==> src/rtl/fb_writer_if.sv <==
// Handshake bundle between the color buffer, fb_writer and frame-buffer memory.
// The slave modport is the writer's view; master is the surrounding system.
interface fb_writer_if #(
  parameter int DATA_WIDTH = 32,
  parameter int ADDR_WIDTH = 16,
  parameter int X_WIDTH    = 8,
  parameter int Y_WIDTH    = 7
);
  logic                  start;
  logic                  abort;
  logic [DATA_WIDTH-1:0] in_data;
  logic                  in_rts;
  logic                  in_rtr;
  logic [ADDR_WIDTH-1:0] mem_addr;
  logic [DATA_WIDTH-1:0] mem_wdata;
  logic                  mem_we;
  logic                  mem_ack;
  logic                  busy;
  logic                  frame_done;
  logic [X_WIDTH-1:0]    cur_x;
  logic [Y_WIDTH-1:0]    cur_y;

  modport slave (
    input  start, abort, in_data, in_rts, mem_ack,
    output in_rtr, mem_addr, mem_wdata, mem_we, busy, frame_done, cur_x, cur_y
  );

  modport master (
    output start, abort, in_data, in_rts, mem_ack,
    input  in_rtr, mem_addr, mem_wdata, mem_we, busy, frame_done, cur_x, cur_y
  );
endinterface

==> src/rtl/fb_writer.sv <==
// Frame-buffer write controller: pops color words and writes them in raster
// order, one acknowledged memory write per pixel, H_RES x V_RES per start.
module fb_writer #(
  parameter int                    DATA_WIDTH = 32,
  parameter int                    ADDR_WIDTH = 16,
  parameter int                    H_RES      = 160,
  parameter int                    V_RES      = 120,
  parameter logic [ADDR_WIDTH-1:0] BASE_ADDR  = '0,
  parameter int                    X_WIDTH    = 8,
  parameter int                    Y_WIDTH    = 7
) (
  input  logic        clk,
  input  logic        rst_,
  fb_writer_if.slave  bus
);

  typedef enum logic [1:0] {
    S_IDLE,
    S_RECV,
    S_WRITE,
    S_DONE
  } state_e;

  state_e                r_state;
  state_e                w_next;
  logic [X_WIDTH-1:0]    r_x;
  logic [Y_WIDTH-1:0]    r_y;
  logic [ADDR_WIDTH-1:0] r_addr;
  logic [DATA_WIDTH-1:0] r_wdata;

  logic w_in_rtr;
  logic w_mem_we;
  logic w_busy;
  logic w_frame_done;
  logic w_xfc;
  logic w_ack;
  logic w_last_x;
  logic w_last_y;

  // in_rtr is a pure decode of RECV, so the transfer needs only in_rts there.
  assign w_xfc    = (r_state == S_RECV)  && bus.in_rts;
  assign w_ack    = (r_state == S_WRITE) && bus.mem_ack;
  assign w_last_x = (r_x == X_WIDTH'(H_RES - 1));
  assign w_last_y = (r_y == Y_WIDTH'(V_RES - 1));

  // NOTE: state is updated with non-blocking assignments so every register
  // samples the pre-edge values regardless of process evaluation order.
  always_ff @(posedge clk or negedge rst_) begin
    if (!rst_) r_state <= S_IDLE;
    else       r_state <= w_next;
  end

  // NOTE: w_next gets a default before the case so no path leaves it
  // unassigned, which would otherwise infer a latch.
  always_comb begin
    w_next = r_state;
    if (bus.abort) begin
      w_next = S_IDLE;
    end else begin
      case (r_state)
        S_IDLE:  if (bus.start) w_next = S_RECV;
        S_RECV:  if (w_xfc)     w_next = S_WRITE;
        S_WRITE: if (w_ack)     w_next = (w_last_x && w_last_y) ? S_DONE : S_RECV;
        S_DONE:                 w_next = S_IDLE;
        default:                w_next = S_IDLE;
      endcase
    end
  end

  // Moore outputs decoded from the registered state only.
  always_comb begin
    w_in_rtr     = 1'b0;
    w_mem_we     = 1'b0;
    w_busy       = 1'b1;
    w_frame_done = 1'b0;
    case (r_state)
      S_IDLE:  w_busy       = 1'b0;
      S_RECV:  w_in_rtr     = 1'b1;
      S_WRITE: w_mem_we     = 1'b1;
      S_DONE:  w_frame_done = 1'b1;
      default: w_busy       = 1'b0;
    endcase
  end

  // Pixel counters, address and write data; abort freezes all of them.
  always_ff @(posedge clk or negedge rst_) begin
    if (!rst_) begin
      r_x     <= '0;
      r_y     <= '0;
      r_addr  <= BASE_ADDR;
      r_wdata <= '0;
    end else if (!bus.abort) begin
      if ((r_state == S_IDLE) && bus.start) begin
        r_x    <= '0;
        r_y    <= '0;
        r_addr <= BASE_ADDR;
      end
      if (w_xfc) begin
        r_wdata <= bus.in_data;
      end
      if (w_ack && !(w_last_x && w_last_y)) begin
        r_addr <= r_addr + ADDR_WIDTH'(1);
        if (w_last_x) begin
          r_x <= '0;
          r_y <= r_y + Y_WIDTH'(1);
        end else begin
          r_x <= r_x + X_WIDTH'(1);
        end
      end
    end
  end

  assign bus.in_rtr     = w_in_rtr;
  assign bus.mem_we     = w_mem_we;
  assign bus.busy       = w_busy;
  assign bus.frame_done = w_frame_done;
  assign bus.mem_addr   = r_addr;
  assign bus.mem_wdata  = r_wdata;
  assign bus.cur_x      = r_x;
  assign bus.cur_y      = r_y;

endmodule

==> src/flat_wrapper.sv <==
// flat-port wrapper written by rule: the top's interface ports become plain ports
module fb_writer_flat 
#(
  parameter int                    DATA_WIDTH = 32,
  parameter int                    ADDR_WIDTH = 16,
  parameter int                    H_RES      = 160,
  parameter int                    V_RES      = 120,
  parameter logic [ADDR_WIDTH-1:0] BASE_ADDR  = '0,
  parameter int                    X_WIDTH    = 8,
  parameter int                    Y_WIDTH    = 7
)
  (clk, rst_, bus_start, bus_abort, bus_in_data, bus_in_rts, bus_mem_ack, bus_in_rtr, bus_mem_addr, bus_mem_wdata, bus_mem_we, bus_busy, bus_frame_done, bus_cur_x, bus_cur_y);
  fb_writer_if #(.DATA_WIDTH(DATA_WIDTH), .ADDR_WIDTH(ADDR_WIDTH), .X_WIDTH(X_WIDTH), .Y_WIDTH(Y_WIDTH)) bus_i ();
  input  logic clk;
  input  logic rst_;
  input wire logic [$bits(bus_i.start)-1:0] bus_start;
  input wire logic [$bits(bus_i.abort)-1:0] bus_abort;
  input wire logic [$bits(bus_i.in_data)-1:0] bus_in_data;
  input wire logic [$bits(bus_i.in_rts)-1:0] bus_in_rts;
  input wire logic [$bits(bus_i.mem_ack)-1:0] bus_mem_ack;
  output wire logic [$bits(bus_i.in_rtr)-1:0] bus_in_rtr;
  output wire logic [$bits(bus_i.mem_addr)-1:0] bus_mem_addr;
  output wire logic [$bits(bus_i.mem_wdata)-1:0] bus_mem_wdata;
  output wire logic [$bits(bus_i.mem_we)-1:0] bus_mem_we;
  output wire logic [$bits(bus_i.busy)-1:0] bus_busy;
  output wire logic [$bits(bus_i.frame_done)-1:0] bus_frame_done;
  output wire logic [$bits(bus_i.cur_x)-1:0] bus_cur_x;
  output wire logic [$bits(bus_i.cur_y)-1:0] bus_cur_y;
  assign bus_i.start = bus_start;
  assign bus_i.abort = bus_abort;
  assign bus_i.in_data = bus_in_data;
  assign bus_i.in_rts = bus_in_rts;
  assign bus_i.mem_ack = bus_mem_ack;
  assign bus_in_rtr = bus_i.in_rtr;
  assign bus_mem_addr = bus_i.mem_addr;
  assign bus_mem_wdata = bus_i.mem_wdata;
  assign bus_mem_we = bus_i.mem_we;
  assign bus_busy = bus_i.busy;
  assign bus_frame_done = bus_i.frame_done;
  assign bus_cur_x = bus_i.cur_x;
  assign bus_cur_y = bus_i.cur_y;
  fb_writer #(.DATA_WIDTH(DATA_WIDTH), .ADDR_WIDTH(ADDR_WIDTH), .H_RES(H_RES), .V_RES(V_RES), .BASE_ADDR(BASE_ADDR), .X_WIDTH(X_WIDTH), .Y_WIDTH(Y_WIDTH)) u_core (.clk(clk), .rst_(rst_), .bus(bus_i));
endmodule
==> config.mk <==
export PLATFORM = sky130hd
export DESIGN_NAME = fb_writer_flat
export DESIGN_NICKNAME = d
export VERILOG_FILES = /design/src/rtl/fb_writer_if.sv /design/src/rtl/fb_writer.sv /design/src/flat_wrapper.sv
export SDC_FILE = /design/constraint.sdc
export NUM_CORES = 1
export LEC_CHECK = 0
export CAP_MARGIN = 10
export CORE_ASPECT_RATIO = 0.5
export CORE_MARGIN = 5
export CORE_UTILIZATION = 40
export CTS_BUF_LIST = sky130_fd_sc_hd__clkbuf_2
export DETAILED_ROUTE_END_ITERATION = 6
export PLACE_DENSITY = 0.79
export SETUP_SLACK_MARGIN = 0.4
export SYNTH_ARGS = -nofsm -noshare
export SYNTH_HDL_FRONTEND = slang
export SYNTH_SLANG_ARGS = --single-unit
==> constraint.sdc <==
create_clock -name clk -period 4.5 [get_ports clk]
set_clock_uncertainty 0.2 [all_clocks]
set_input_delay 0.9 -clock clk [delete_from_list [all_inputs] [get_ports clk]]
set_output_delay 0.9 -clock clk [all_outputs]
set_load 0.01 [all_outputs]
# ---- After elaboration in Yosys (flattened, before gate mapping)
# Cells that the tools add are included.
dict set report totals {
  regBits 65
  elab_cells 46
  out_inout_bits 67
}
dict set report classes {
  eq_ne 8
  n_mux 18
  bitwise_logic 1
  n_reduce_logical 11
  add_sub_neg 3
}
# cell n
set ops {}
lappend ops {{$mux W16} 2}
lappend ops {{$mux W8} 3}
lappend ops {{$mux W7} 3}
lappend ops {{$add A16 B1 Y16 const B} 1}
lappend ops {{$mux W2} 5}
lappend ops {{$add A8 B1 Y8 const B} 1}
lappend ops {{$eq A8 B8 Y1 const B} 1}
lappend ops {{$pmux W2 S4} 1}
lappend ops {{$add A7 B1 Y7 const B} 1}
lappend ops {{$eq A7 B7 Y1 const B} 1}
lappend ops {{$ne A3 B2 Y1 const B} 2}
lappend ops {{$logic_and A1 B1 Y1} 5}
lappend ops {{$eq A2 B2 Y1 const B} 2}
lappend ops {{$mux W1} 4}
lappend ops {{$reduce_and A2 Y1} 2}
lappend ops {{$ne A3 B3 Y1 const B} 1}
lappend ops {{$reduce_and A3 Y1} 1}
lappend ops {{$eq A2 B1 Y1 const B} 1}
lappend ops {{$logic_not A2 Y1} 1}
lappend ops {{$reduce_bool A2 Y1} 1}
lappend ops {{$logic_not A1 Y1} 1}
lappend ops {{$not A1 Y1} 1}

# ---- Depth between registers and ports, before layout
dict set report logic_depth {
  word_depth 6
  depth_mapped 8
}

# ---- Worst setup path before layout
# No wires, ideal clock.
dict set report synth_path {
  kind {input -> register}
  from {input port bus_start}
  to {register u_core.r_addr[2], in the netlist u_core.bus.mem_addr[2]}
  setup_ps 126
  n_path_buf 0
  path_slack_ps 1948
  cell_stages 4
  arrival_time_ps 2226
  t_required_ps 4174
  cell_sequence {or3b_2 -> nor2_1 -> nor2_1 -> a221o_1}
}
dict set report synth_via {
  elab_chain_len 3
}
# element line_no
set synth_rtl {}
lappend synth_rtl {{from (decl)} flat_wrapper.sv:16} ;# input wire logic [$bits(bus_i.start)-1:0] bus_start;
lappend synth_rtl {{$logic_and A1 B1 Y1} fb_writer.sv:93} ;# if ((r_state == S_IDLE) && bus.start) begin
lappend synth_rtl {{$reduce_bool A2 Y1 (no source line)} n/a}
lappend synth_rtl {{$reduce_and A2 Y1 (no source line)} n/a}
lappend synth_rtl {{to (signal assigned)} fb_writer.sv:102} ;# r_addr <= r_addr + ADDR_WIDTH'(1);
lappend synth_rtl {{to (decl)} fb_writer.sv:28} ;# logic [ADDR_WIDTH-1:0] r_addr;
# No other way between the ends.
# A chain may end at the register's enable or synchronous reset.

# ---- Worst setup path after layout
dict set report layout_path {
  from {register u_core.r_x[0], in the netlist u_core.bus.cur_x[0]}
  to {register u_core.r_x[0], in the netlist u_core.bus.cur_x[0]}
}
dict set report layout_via {
  elab_chain_len 6
  word_cells_on_any_way 9
}
# element line_no
set layout_rtl {}
lappend layout_rtl {{from (decl)} fb_writer.sv:26} ;# logic [X_WIDTH-1:0] r_x;
lappend layout_rtl {{from (signal assigned)} fb_writer.sv:107} ;# r_x <= r_x + X_WIDTH'(1);
lappend layout_rtl {{branches (longest 6 deep; another with $add A8 B1 Y8)} n/a}
# Parallel ways; which one is timed is not known.

==> flow_summary.ini <==
[routing]
firstDrtPassIters = 4
wire_per_inst_um = 16.16
wl_um = 7743
drc = 0
vias_per_cell = 5.288
met3_length_um = 375
routedLengthMet1_um = 3173
final_antenna_net_count = 0
wl_met2_um = 4070
drtIter0Drc = 136
vias = 2533
routed.top_layer = met4

[cells_and_area]
area_growth_pct = 39.30
fillCellCount = 647
n_antenna_cell = 0
drive_gt1_share_pct = 14.62
nets = 420

[clock_tree]
cts-root-buf = clkbuf_2
cts_buffer_depth = 2
cts_tree = yes
clkSlewWorstSetupHoldPaths_ps = 180
insertion_delay_ps = 500
cts_num_sinks = 65
cts_buffers = 9
holdBufCountCts = 0
htree_levels = 3
cts_resized = 0
post-cts-setup-buffer-count = 0

[power]
p_per_area_nw_per_um2 = 336.7
leakage_uw = 0.001740
peakVddDrop_v = 0.0001039

[sta]
tns_ps = 0
holdWs_ps = 279.3
fmax_mhz = 316.1
period_minus_slack_ps = 3163
tightest_slew_ps = 1183
maxSlewHeadroom_pct = 21.12
setup-violations-final = 0
rsz0062_at_grt = false
period_share_pct = 70.30
setup_slack_ps = 1337
finalMaxSlewViolations = 0
hold_violations = 0

[flow_run]
max_cap_violations = 0

[logic_synthesis]
synth_top_family_by_area = simple AND/OR/NAND/NOR gates
syn_inst = 271
synth-simple-area-share_pct = 18.20
synth_area_um2 = 3024
synth_area_leaders = dfrtp_1 (54%), mux2_2 (12%), nand3_1 (3.8%)
synth_top_area_share_pct = 53.79
synth-edff-count = 0
synthMuxAreaShare_pct = 13.28
synthXorXnorAreaFrac_pct = 0.2896
ys_ff_latch = 65
synth_compound_area_share_pct = 10.47
async_flop_share_pct = 100.0
synth_nets = 312
ys_seq_area_share_pct = 53.79
synth_area_leader_cell = dfrtp_1
synth_adder_area_share_pct = 1.241
ys_warn_count = 0
synth_ff_type = dfrtp_1
yosysUniqueCellTypes = 46
syn_area_per_cell_um2 = 11.16

[worst_setup_path]
rr_startpoint = u_core.bus.cur_x[0]$_DFFE_PN0P_
crit_end = u_core.bus.cur_x[0]$_DFFE_PN0P_
r2r_end = u_core.bus.cur_x[0]$_DFFE_PN0P_
worstSetupStartpoint = u_core.bus.cur_x[0]$_DFFE_PN0P_
r2r_cells = 6
critPathArrivalTime_ps = 3370
setup.worst_path.class = flop to flop
worstPathMaxFanout = 32
startpoint_type = flop
required_ps = 4710
r2r_slack_ps = 1340
crit_path_end_kind = flop

[outcome]
status = finished, final reports clean

[place]
gp_congestion = 0.8317
portBuffers = 104
dp_hpwl_um = 5763
dpl_worst_slack_ps = 997.1

[global_route]
grt_pass1_vias = 2663
grt.overflow.total = 0
grt_usage_pct = 17.48
antenna_found_initial = 0
grt_first_pass_wirelength_um = 13330
grt_max_degree = 40

[floorplanning]
rows = 22
io_pins = 105
fp.dieArea_um2 = 9505
die_w_um = 133.0
die_h_um = 71.49
core_area_um2 = 7350
start_util_pct = 41.15

[min_path]
min_path_type = input port to async pin
critical path, stage by stage, from the launching register on:
cell     delay, ps
dfrtp_1        470
ha_1           250
nand2_2        100
or4_4          530
o21ai_2        920
nand2_1        260
mux2_2         340
worst min path at each step:
| stage | start | to | slack (ps) | depth (start not counted) |
|---|---|---|---|---|
| final | rst_ | u_core.bus.cur_y[3]$_DFFE_PN0N_ | 280 | 1 |
| after CTS | rst_ | u_core.bus.cur_y[0]$_DFFE_PN0N_ | 290 | 1 |
| after global placement | u_core.bus.mem_addr[15]$_DFFE_PN0P_ | u_core.bus.mem_addr[15]$_DFFE_PN0P_ | 260 | 1 |
| after global routing | rst_ | u_core.bus.cur_y[3]$_DFFE_PN0N_ | 300 | 1 |
| after floorplan | u_core.bus.mem_addr[15]$_DFFE_PN0P_ | u_core.bus.mem_addr[15]$_DFFE_PN0P_ | 310 | 1 |
| after detailed placement | u_core.bus.mem_addr[15]$_DFFE_PN0P_ | u_core.bus.mem_addr[15]$_DFFE_PN0P_ | 270 | 1 |
cell usage after synthesis (all sizes together), types with 4 or more instances:
cell and number:
dfrtp 65, mux2 33, nand3 23, nand2 20, o21ai 15, nor2 14
a21oi 11, inv 7, o31ai 7, or4 7, buf 6, nor4 6
and3 4, nand4 4, nor2b 4, or3 4
cells in the final DEF (no fill, tap or decap), drive strengths merged, types with 3 or more instances in the layout:
cell type,synthesis,routed
clkinv,0,4
mux2i,3,3
nand2,20,20
mux2,33,33
o21ai,15,15
a211o,3,3
dfrtp,65,65
and3,4,4
a21oi,11,11
nand4,4,4
buf,6,3
inv,7,7
or3,4,4
clkbuf,3,10
or4,7,7
o31ai,7,7
nor4,6,6
clkdlybuf4s50,0,103
nor2,14,14
nor3,3,3
nand3,23,23
ha,3,3
nor2b,4,4
registers in the layout (all words and copies together) (netlist names):
name                  count
u_core.r_state            2
u_core.bus.cur_x          8
u_core.bus.mem_addr      16
u_core.bus.mem_wdata     32
u_core.bus.cur_y          7
per-layer routing:
metal	global-route usage, %	up-vias
met3	5.470	14
met1	19.39	1233
li1	-	1218
met4	6.221	0
met2	32.13	68
met5	0	-
logic make-up (layout without fill, tap and decap cells):
logic type | count (synthesis) | in the layout
xor gates and xnor gates | 1 | 1
muxes | 36 | 36
DFF | 65 | 65
adders and majority gates | 3 | 3
buffers and inverters | 16 | 128
AOI/OAI and AO/OA | 49 | 49
and+or+nand+nor | 101 | 101
final cells by class:
cell class	count	area [µm²]	share of cell area (%)
tap	96	120.1	2.851
timing repair buffer	106	1051	24.95
clock buffer	10	50.05	1.188
sequential	65	1627	38.61
multi-input combinational	190	1315	31.21
clock inverter	5	23.77	0.5643
inverter	7	26.28	0.6237
where the power goes:
group	internal (µW)	switching [µW]	total, µW
Sequential	679	54.3	733
Clock	65.7	199	265
Combinational	267	154	421
metrics by stage:
stage	power [µW]	area (µm²)	instances	utilization [%]
after floorplan	897.0	3024	271	-
after CTS	1442	4213	479	57.32
after global routing	1503	4213	479	57.32
final	1419	4213	479	57.32
after global placement	1157	4139	464	56.32
after detailed placement	1177	4139	464	56.32
Note: power is estimated with default switching activity, not from simulation.
